--- config.mk ---
export PLATFORM = sky130hd
export DESIGN_NAME = cacheline_arb_adapter
export DESIGN_NICKNAME = d
export VERILOG_FILES = /design/src/rtl/cacheline_arb_pkg.sv /design/src/rtl/cacheline_rr_arbiter.sv /design/src/rtl/cacheline_arb_adapter.sv
export SDC_FILE = /design/constraint.sdc
export NUM_CORES = 2
export LEC_CHECK = 0
export CAP_MARGIN = 0
export CORE_AREA = 5 5 412 414
export DETAILED_ROUTE_END_ITERATION = 7
export DIE_AREA = 0 0 417 419
export PLACE_DENSITY = 0.53
export SYNTH_ARGS = -nofsm -noshare
export SYNTH_HDL_FRONTEND = slang
export SYNTH_SLANG_ARGS = --single-unit
--- constraint.sdc ---
create_clock -name clk -period 3.1 [get_ports clk]
set_clock_uncertainty 0.1 [all_clocks]
set_input_delay 0.62 -clock clk [delete_from_list [all_inputs] [get_ports clk]]
set_output_delay 0.62 -clock clk [all_outputs]
set_load 0.01 [all_outputs]
--- src/rtl/cacheline_arb_pkg.sv ---
// Shared types for the multi-port cache-line adapter: FSM states, the
// latched operation encoding and the line-offset helper.
package cacheline_arb_pkg;

   typedef enum logic [2:0] {
      IDLE        = 3'd0,
      READ_REQ    = 3'd1,
      READ_BURST  = 3'd2,
      WRITE_BURST = 3'd3,
      RESP        = 3'd4
   } state_t;

   typedef enum logic {
      OP_READ  = 1'b0,
      OP_WRITE = 1'b1
   } op_t;

   // Number of byte-offset bits inside one cache line.
   function automatic int offset_bits(input int line_w);
      return $clog2(line_w / 8);
   endfunction

endpackage

--- src/rtl/cacheline_rr_arbiter.sv ---
// Request arbiter for the cache-line adapter.
// With CACHELINE_ARB_RR_EN defined the search rotates from the port after
// the last grant; otherwise the lowest requesting index wins and no pointer
// register exists.
module cacheline_rr_arbiter #(
   parameter int NUM_PORTS = 2,
   parameter int IDX_W     = (NUM_PORTS > 1) ? $clog2(NUM_PORTS) : 1
) (
   input  logic                 clk,
   input  logic                 rst,
   input  logic                 en,
   input  logic [NUM_PORTS-1:0] req,
   output logic [NUM_PORTS-1:0] grant,
   output logic [IDX_W-1:0]     grant_idx,
   output logic                 grant_valid
);

`ifdef CACHELINE_ARB_RR_EN
   logic [IDX_W-1:0] ptr;
   int               rr_idx;

   // Rotating search; scanning offsets downward leaves the nearest port after ptr as winner.
   always_comb begin
      grant       = '0;
      grant_idx   = '0;
      grant_valid = 1'b0;
      rr_idx      = 0;
      for (int i = NUM_PORTS; i >= 1; i--) begin
         rr_idx = (int'(ptr) + i) % NUM_PORTS;
         if (req[rr_idx]) begin
            grant_idx   = IDX_W'(rr_idx);
            grant_valid = 1'b1;
         end
      end
      if (grant_valid) grant[grant_idx] = 1'b1;
   end

   // Pointer holds the last granted port; reset value makes port 0 first in line.
   always_ff @(posedge clk) begin
      if (rst)                      ptr <= IDX_W'(NUM_PORTS - 1);
      else if (en && grant_valid)   ptr <= grant_idx;
   end
`else
   logic unused_rr;
   assign unused_rr = ^{clk, rst, en};

   // Fixed priority: scanning downward leaves the lowest requesting index as winner.
   always_comb begin
      grant       = '0;
      grant_idx   = '0;
      grant_valid = 1'b0;
      for (int i = NUM_PORTS - 1; i >= 0; i--) begin
         if (req[i]) begin
            grant_idx   = IDX_W'(i);
            grant_valid = 1'b1;
         end
      end
      if (grant_valid) grant[grant_idx] = 1'b1;
   end
`endif

endmodule

--- src/rtl/cacheline_arb_adapter.sv ---
// Multi-port cache-line adapter: arbitrates NUM_PORTS cache clients and
// serialises each granted line read/write into BEATS beats on one burst
// memory port. Optional feature macro: CACHELINE_ARB_RR_EN (round-robin
// arbitration instead of fixed lowest-index priority).
//
// Memory handshake: a command (bmem_read) or write beat (bmem_write) is
// transferred on a rising edge where it is asserted together with
// bmem_ready; the adapter holds address/data stable until then. Read beats
// have no back-pressure: each bmem_rvalid in READ_BURST tagged with the
// latched line address is consumed, any other beat is dropped.
module cacheline_arb_adapter
   import cacheline_arb_pkg::*;
#(
   parameter int NUM_PORTS = 2,
   parameter int ADDR_W    = 32,
   parameter int LINE_W    = 256,
   parameter int BEAT_W    = 64
) (
   input  logic                        clk,
   input  logic                        rst,
   input  logic [NUM_PORTS*ADDR_W-1:0] cache_addr,
   input  logic [NUM_PORTS-1:0]        cache_read,
   input  logic [NUM_PORTS-1:0]        cache_write,
   input  logic [NUM_PORTS*LINE_W-1:0] cache_wdata,
   output logic [LINE_W-1:0]           cache_rdata,
   output logic [ADDR_W-1:0]           cache_raddr,
   output logic [NUM_PORTS-1:0]        cache_resp,
   output logic [ADDR_W-1:0]           bmem_addr,
   output logic                        bmem_read,
   output logic                        bmem_write,
   output logic [BEAT_W-1:0]           bmem_wdata,
   input  logic                        bmem_ready,
   input  logic [BEAT_W-1:0]           bmem_rdata,
   input  logic [ADDR_W-1:0]           bmem_raddr,
   input  logic                        bmem_rvalid,
   output state_t                      dbg_state
);

   localparam int BEATS = LINE_W / BEAT_W;
   localparam int CNT_W = $clog2(BEATS);
   localparam int OFF_W = offset_bits(LINE_W);
   localparam int IDX_W = (NUM_PORTS > 1) ? $clog2(NUM_PORTS) : 1;
   localparam logic [CNT_W-1:0]  LAST_BEAT  = CNT_W'(BEATS - 1);
   localparam logic [ADDR_W-1:0] ALIGN_MASK = ~((ADDR_W'(1) << OFF_W) - ADDR_W'(1));

   state_t                state;
   logic [NUM_PORTS-1:0]  grant_q;
   logic [ADDR_W-1:0]     addr_q;
   logic [LINE_W-1:0]     wdata_q;
   logic [LINE_W-1:0]     rbuf;
   logic [CNT_W-1:0]      cnt;
   logic [CNT_W-1:0]      cnt_inc;

   logic [NUM_PORTS-1:0]  req_any;
   logic [NUM_PORTS-1:0]  arb_grant;
   logic [IDX_W-1:0]      arb_idx;
   logic                  arb_valid;
   logic [ADDR_W-1:0]     sel_addr;
   logic [LINE_W-1:0]     sel_wdata;
   op_t                   sel_op;
   logic [LINE_W-1:0]     next_buf;

   assign req_any     = cache_read | cache_write;
   assign cnt_inc     = cnt + CNT_W'(1);
   assign cache_raddr = addr_q;
   assign bmem_addr   = addr_q;
   assign dbg_state   = state;

   cacheline_rr_arbiter #(
      .NUM_PORTS (NUM_PORTS),
      .IDX_W     (IDX_W)
   ) u_arb (
      .clk         (clk),
      .rst         (rst),
      .en          (state == IDLE),
      .req         (req_any),
      .grant       (arb_grant),
      .grant_idx   (arb_idx),
      .grant_valid (arb_valid)
   );

   // Winner's request fields, and the read buffer with the incoming beat merged in.
   always_comb begin
      sel_addr  = cache_addr[int'(arb_idx)*ADDR_W +: ADDR_W];
      sel_wdata = cache_wdata[int'(arb_idx)*LINE_W +: LINE_W];
      sel_op    = cache_write[arb_idx] ? OP_WRITE : OP_READ;
      next_buf  = rbuf;
      next_buf[int'(cnt)*BEAT_W +: BEAT_W] = bmem_rdata;
   end

   // Transaction FSM with registered memory-side and response outputs.
   always_ff @(posedge clk) begin
      if (rst) begin
         state       <= IDLE;
         grant_q     <= '0;
         addr_q      <= '0;
         wdata_q     <= '0;
         rbuf        <= '0;
         cnt         <= '0;
         cache_rdata <= '0;
         cache_resp  <= '0;
         bmem_read   <= 1'b0;
         bmem_write  <= 1'b0;
         bmem_wdata  <= '0;
      end else begin
         case (state)
            IDLE: begin
               cache_resp <= '0;
               if (arb_valid) begin
                  grant_q <= arb_grant;
                  addr_q  <= sel_addr & ALIGN_MASK;
                  wdata_q <= sel_wdata;
                  cnt     <= '0;
                  if (sel_op == OP_WRITE) begin
                     state      <= WRITE_BURST;
                     bmem_write <= 1'b1;
                     bmem_wdata <= sel_wdata[BEAT_W-1:0];
                  end else begin
                     state     <= READ_REQ;
                     bmem_read <= 1'b1;
                  end
               end
            end
            READ_REQ: begin
               if (bmem_ready) begin
                  bmem_read <= 1'b0;
                  state     <= READ_BURST;
               end
            end
            READ_BURST: begin
               if (bmem_rvalid && (bmem_raddr == addr_q)) begin
                  rbuf <= next_buf;
                  cnt  <= cnt_inc;
                  if (cnt == LAST_BEAT) begin
                     cache_rdata <= next_buf;
                     cache_resp  <= grant_q;
                     state       <= RESP;
                  end
               end
            end
            WRITE_BURST: begin
               if (bmem_ready) begin
                  cnt <= cnt_inc;
                  if (cnt == LAST_BEAT) begin
                     bmem_write <= 1'b0;
                     bmem_wdata <= '0;
                     cache_resp <= grant_q;
                     state      <= RESP;
                  end else begin
                     bmem_wdata <= wdata_q[int'(cnt_inc)*BEAT_W +: BEAT_W];
                  end
               end
            end
            RESP: begin
               cache_resp <= '0;
               state      <= IDLE;
            end
            default: state <= IDLE;
         endcase
      end
   end

endmodule

==> impl_summary.md <==
Status
The run finished with clean final reports.

GRT
The number of antenna violations at the first check in global routing is 47. For this run the aggregate overflow at the end of global routing stands at 0. The number of global-route vias before repair is 37.4k.

The pin count of the biggest net entering global routing is between 100 and 150. The first global-routing pass estimated roughly 250 mm of wire. The total routing resource utilization after global routing is a little under a fifth.

Route
In the final routed layout, each cell accounts on average for 21.1 um. The total detailed-routing wirelength is 173 mm. The detail route stage leaves a number of antenna-violating nets equal to 0. The pre-antenna-repair detailed-routing pass consisted of 5 iterations. The post-detailed-route DRC marker count is 0. The total number of vias is approximately 38k. The starting DRC count in detailed routing is 2,674. Dividing the detail-routed via count by the number of cells gives 4.67.

Clock tree
The maximum level of the CTS H-tree is 3. Counting the buffers created by CTS gives 103. The maximum clock path buffer count is 3. The number of hold buffers added after CTS was 0.

The number of gates resized after cts is 0. The clock tree from TritonCTS is done. The clock slew at the register clock pins of the worst setup and hold paths is 0.06 ns.

The post-CTS setup buffer count is 0. For the worst-skew pair, the clock arrives at the later sink with an insertion delay of 0.72 ns. The clock drives 870 sinks. The library cell used as clock root buffer is sky130_fd_sc_hd__clkbuf_16.

Synthesis
The cell area after synthesis is approximately 40,000 um^2. The sequential cell area fraction in the yosys report is between 40% and 50%. In the synthesized netlist the dominant register cell turns out to be sky130_fd_sc_hd__dfxtp_1. For this run, asynchronously set or reset flops after synthesis account for 0%.

Counting flops with a built-in enable in the synthesized netlist gives 0. The top cell type by area accounts for 43.9% of the synthesized area. The number of different library cells used by synthesis comes to 48. The count of mapped cells out of synthesis is 4,960.

Counting flops and latches in the post-synthesis netlist gives 870. sky130_fd_sc_hd__dfxtp_1 takes more of the synthesized area than any other cell. By area the synthesized netlist is led by sky130_fd_sc_hd__dfxtp_1, sky130_fd_sc_hd__nand2_1, sky130_fd_sc_hd__a211oi_2. The mean instance size in the synthesized netlist is 8.00 um^2. The number of synthesis warnings is 0.

Floorplan
The die extent in x is roughly 420 um. The initial standard-cell utilization of the core is 23.9%. The total core area is 166,000 um^2. The number of rows in the core area is 150. From bottom edge to top edge, the die measures 419 um. The top-level I/O count is 1,071. The die covers approximately 170,000 um^2.

STA
The worst max-slew margin expressed relative to the limit is 41.7%. The number of hold violations in the final report is 0. After layout, the worst path uses 94.1% of the clock period. Setup repair after global routing left no endpoint under its margin. The final max-slew violation count is 0.

For the pin with the worst max-slew slack, the measured transition is 0.874 ns. Based on the critical path, the design can be clocked at up to 0.343 GHz. Setup violations remaining at the end of the flow were counted as 0.

The smallest clock period supported by the final layout is computed as roughly 2.9 ns.

Final layout
The layout overhead on the synthesized area is 43.0%. The total of fill cells in the finished design is 17.3k. The combined area of the multi-input logic cells is around 19,000 um^2. At the end of the flow, the number of nets in the layout was 6,559.

The fraction of layout instances using a drive strength above 1 is 11.9%. After routing the design area is 56,700 um^2. Registers take between 15,000 and 20,000 um^2.

Power
The design draws 29.7 mW. The power density of the placed cells is between 500 and 600 nW/um^2. The leakage power figure is 20.0 nW. The worst IR drop on VDD is 0.409 mV.

Worst setup path
The type of the worst setup path is reg -> reg. Walking the worst path, the cells encountered are xor2_1, nor4_1, buf_4, nor4b_1, buf_4, nand4_4, buf_12, buf_12, nor2_1, a211oi_2. At the worst endpoint, the arrival time is between 3 and 4 ns. The startpoint type of the worst setup path is a register.

The highest net fanout along the worst path is 40. The element type at the critical path end is a register. The worst stage delay on the critical path is 0.52 ns. The required time at the endpoint of the critical path is 3.58 ns. Among all stages on the critical path, the largest delay is contributed by sky130_fd_sc_hd__nor4_1.

Placement
The routability congestion estimate is 0.890. Summing all placed instances gives a cell area of around 53,000 um^2. The post-DP HPWL is 128 mm.

The total of buffers placed on input and output ports is between 1k and 1.5k.

Hold path
The path class of the tightest hold or removal check is in -> reg.

Job
The max-capacitance violation count is 0.
[where the power goes]
group | internal (mW) | leakage (nW) | switching [mW] | total (mW)
logic | 2.40 | 11.2 | 2.75 | 5.15
registers | 11.8 | 7.09 | 0.485 | 12.3
clock network | 7.12 | 1.68 | 5.19 | 12.3
total | 21.3 | 20.0 | 8.42 | 29.7
[worst paths after layout]
kind | cells after the start | end | startpoint | slack [ns]
worst max-delay path | 10 | rbuf[153] | bmem_addr[5] | 0.18
worst min-delay path | 2 | bmem_addr[17] | rst | 0.24
worst max register to register | 10 | rbuf[153] | bmem_addr[5] | 0.18
worst min register to register | 2 | cache_rdata[230] | cache_rdata[230] | 0.35
[sequential cells by signal, summed over array words and instances, names as in the netlist]
| name | cells |
|---|---|
| bmem_addr | 27 |
| bmem_read | 1 |
| bmem_wdata | 64 |
| bmem_write | 1 |
| cache_rdata | 256 |
| cache_resp | 2 |
| cnt | 2 |
| dbg_state | 3 |
| grant_q | 2 |
| rbuf | 256 |
| wdata_q | 256 |
[through the flow]
stage	hold WS (ns)	cells	setup WS, ns	TNS, ns	utilization, %
global placement	0.338	7972	-0.451	-159.28	32.1
detailed placement	0.345	7972	-0.442	-156.89	32.1
finish	0.239	8187	0.184	0	34.2
floorplan	0.332	4969	0.321	0	-
global route	0.194	8167	0.0543	0	34.2
CTS	0.154	8158	0.199	0	34.2
[cells in the final DEF (no fill, tap or decap), drive strengths merged, types with 3 or more instances in the layout]
master,instances
conb,10
ha,6
nand3,3
diode,29
inv,268
clkinv,24
nor3,5
nor2b,4
clkbuf,151
nand2b,5
xnor2,19
nand4,8
xor2,8
a21oi,327
nor4b,5
mux4,64
nor4,6
buf,213
mux2i,65
nand2,1401
nor2,550
o21ai,324
bufinv,5
dfxtp,870
a311oi,220
a211oi,322
clkdlybuf4s50,1049
[metal layers]
metal / vias up / global-route usage, % / wire length (um)
met4: 36 / 7.23 / 6700
met5: - / 0 / 244
met3: 270 / 4.43 / 11100
met1: 18200 / 22.4 / 70400
li1: 18500 / - / -
met2: 1161 / 32.3 / 84200
[worst max-delay path: cells and delay by family (launching register included)]
family / cells / cell delay [ns]
xor gates and xnor gates: 1 / 0.20
AOI/OAI and AO/OA: 1 / 0.06
DFF: 1 / 0.40
buffers and inverters: 4 / 0.86
and+or+nand+nor: 4 / 1.10
[synth_stat cells, drive strengths merged (2+ instances only)]
| master | instances |
|---|---|
| o21ai | 324 |
| nor2b | 4 |
| and4b | 2 |
| a311oi | 220 |
| or3 | 2 |
| o32ai | 2 |
| mux2i | 65 |
| nand2 | 1401 |
| nand4 | 8 |
| nor2 | 550 |
| dfxtp | 870 |
| a211oi | 322 |
| inv | 264 |
| xor2 | 8 |
| ha | 6 |
| nand3 | 3 |
| nor3b | 2 |
| a21oi | 327 |
| mux4 | 64 |
| xnor2 | 19 |
| buf | 154 |
| nor4 | 6 |
| nor4b | 5 |
| nand2b | 5 |
| nor3 | 5 |
| clkbuf | 309 |
| a211o | 2 |
[layout make-up]
| class | instances | share of cell area, % |
|---|---|---|
| Multi-Input combinational cell | 3372 | 33.8 |
| Sequential cell | 870 | 30.7 |
| Timing Repair Buffer | 1262 | 22.8 |
| Clock buffer | 151 | 5.27 |
| Tap cell | 2204 | 4.86 |
| Inverter | 264 | 1.75 |
| Clock inverter | 35 | 0.750 |
| Antenna cell | 29 | 0.128 |
[cells by family (layout without fill, tap and decap cells)]
kind of cell,Yosys count,count (layout),synth area share [%]
other cells,1,39,0.00945
compound gates,1203,1203,22.5
xor+xnor,27,27,0.596
flops,870,870,43.9
mux,129,129,5.27
buf+inv,727,1712,8.19
fa+ha+maj,6,6,0.189
simple gates,1997,1997,19.3
(Power assumes the default switching activity.)
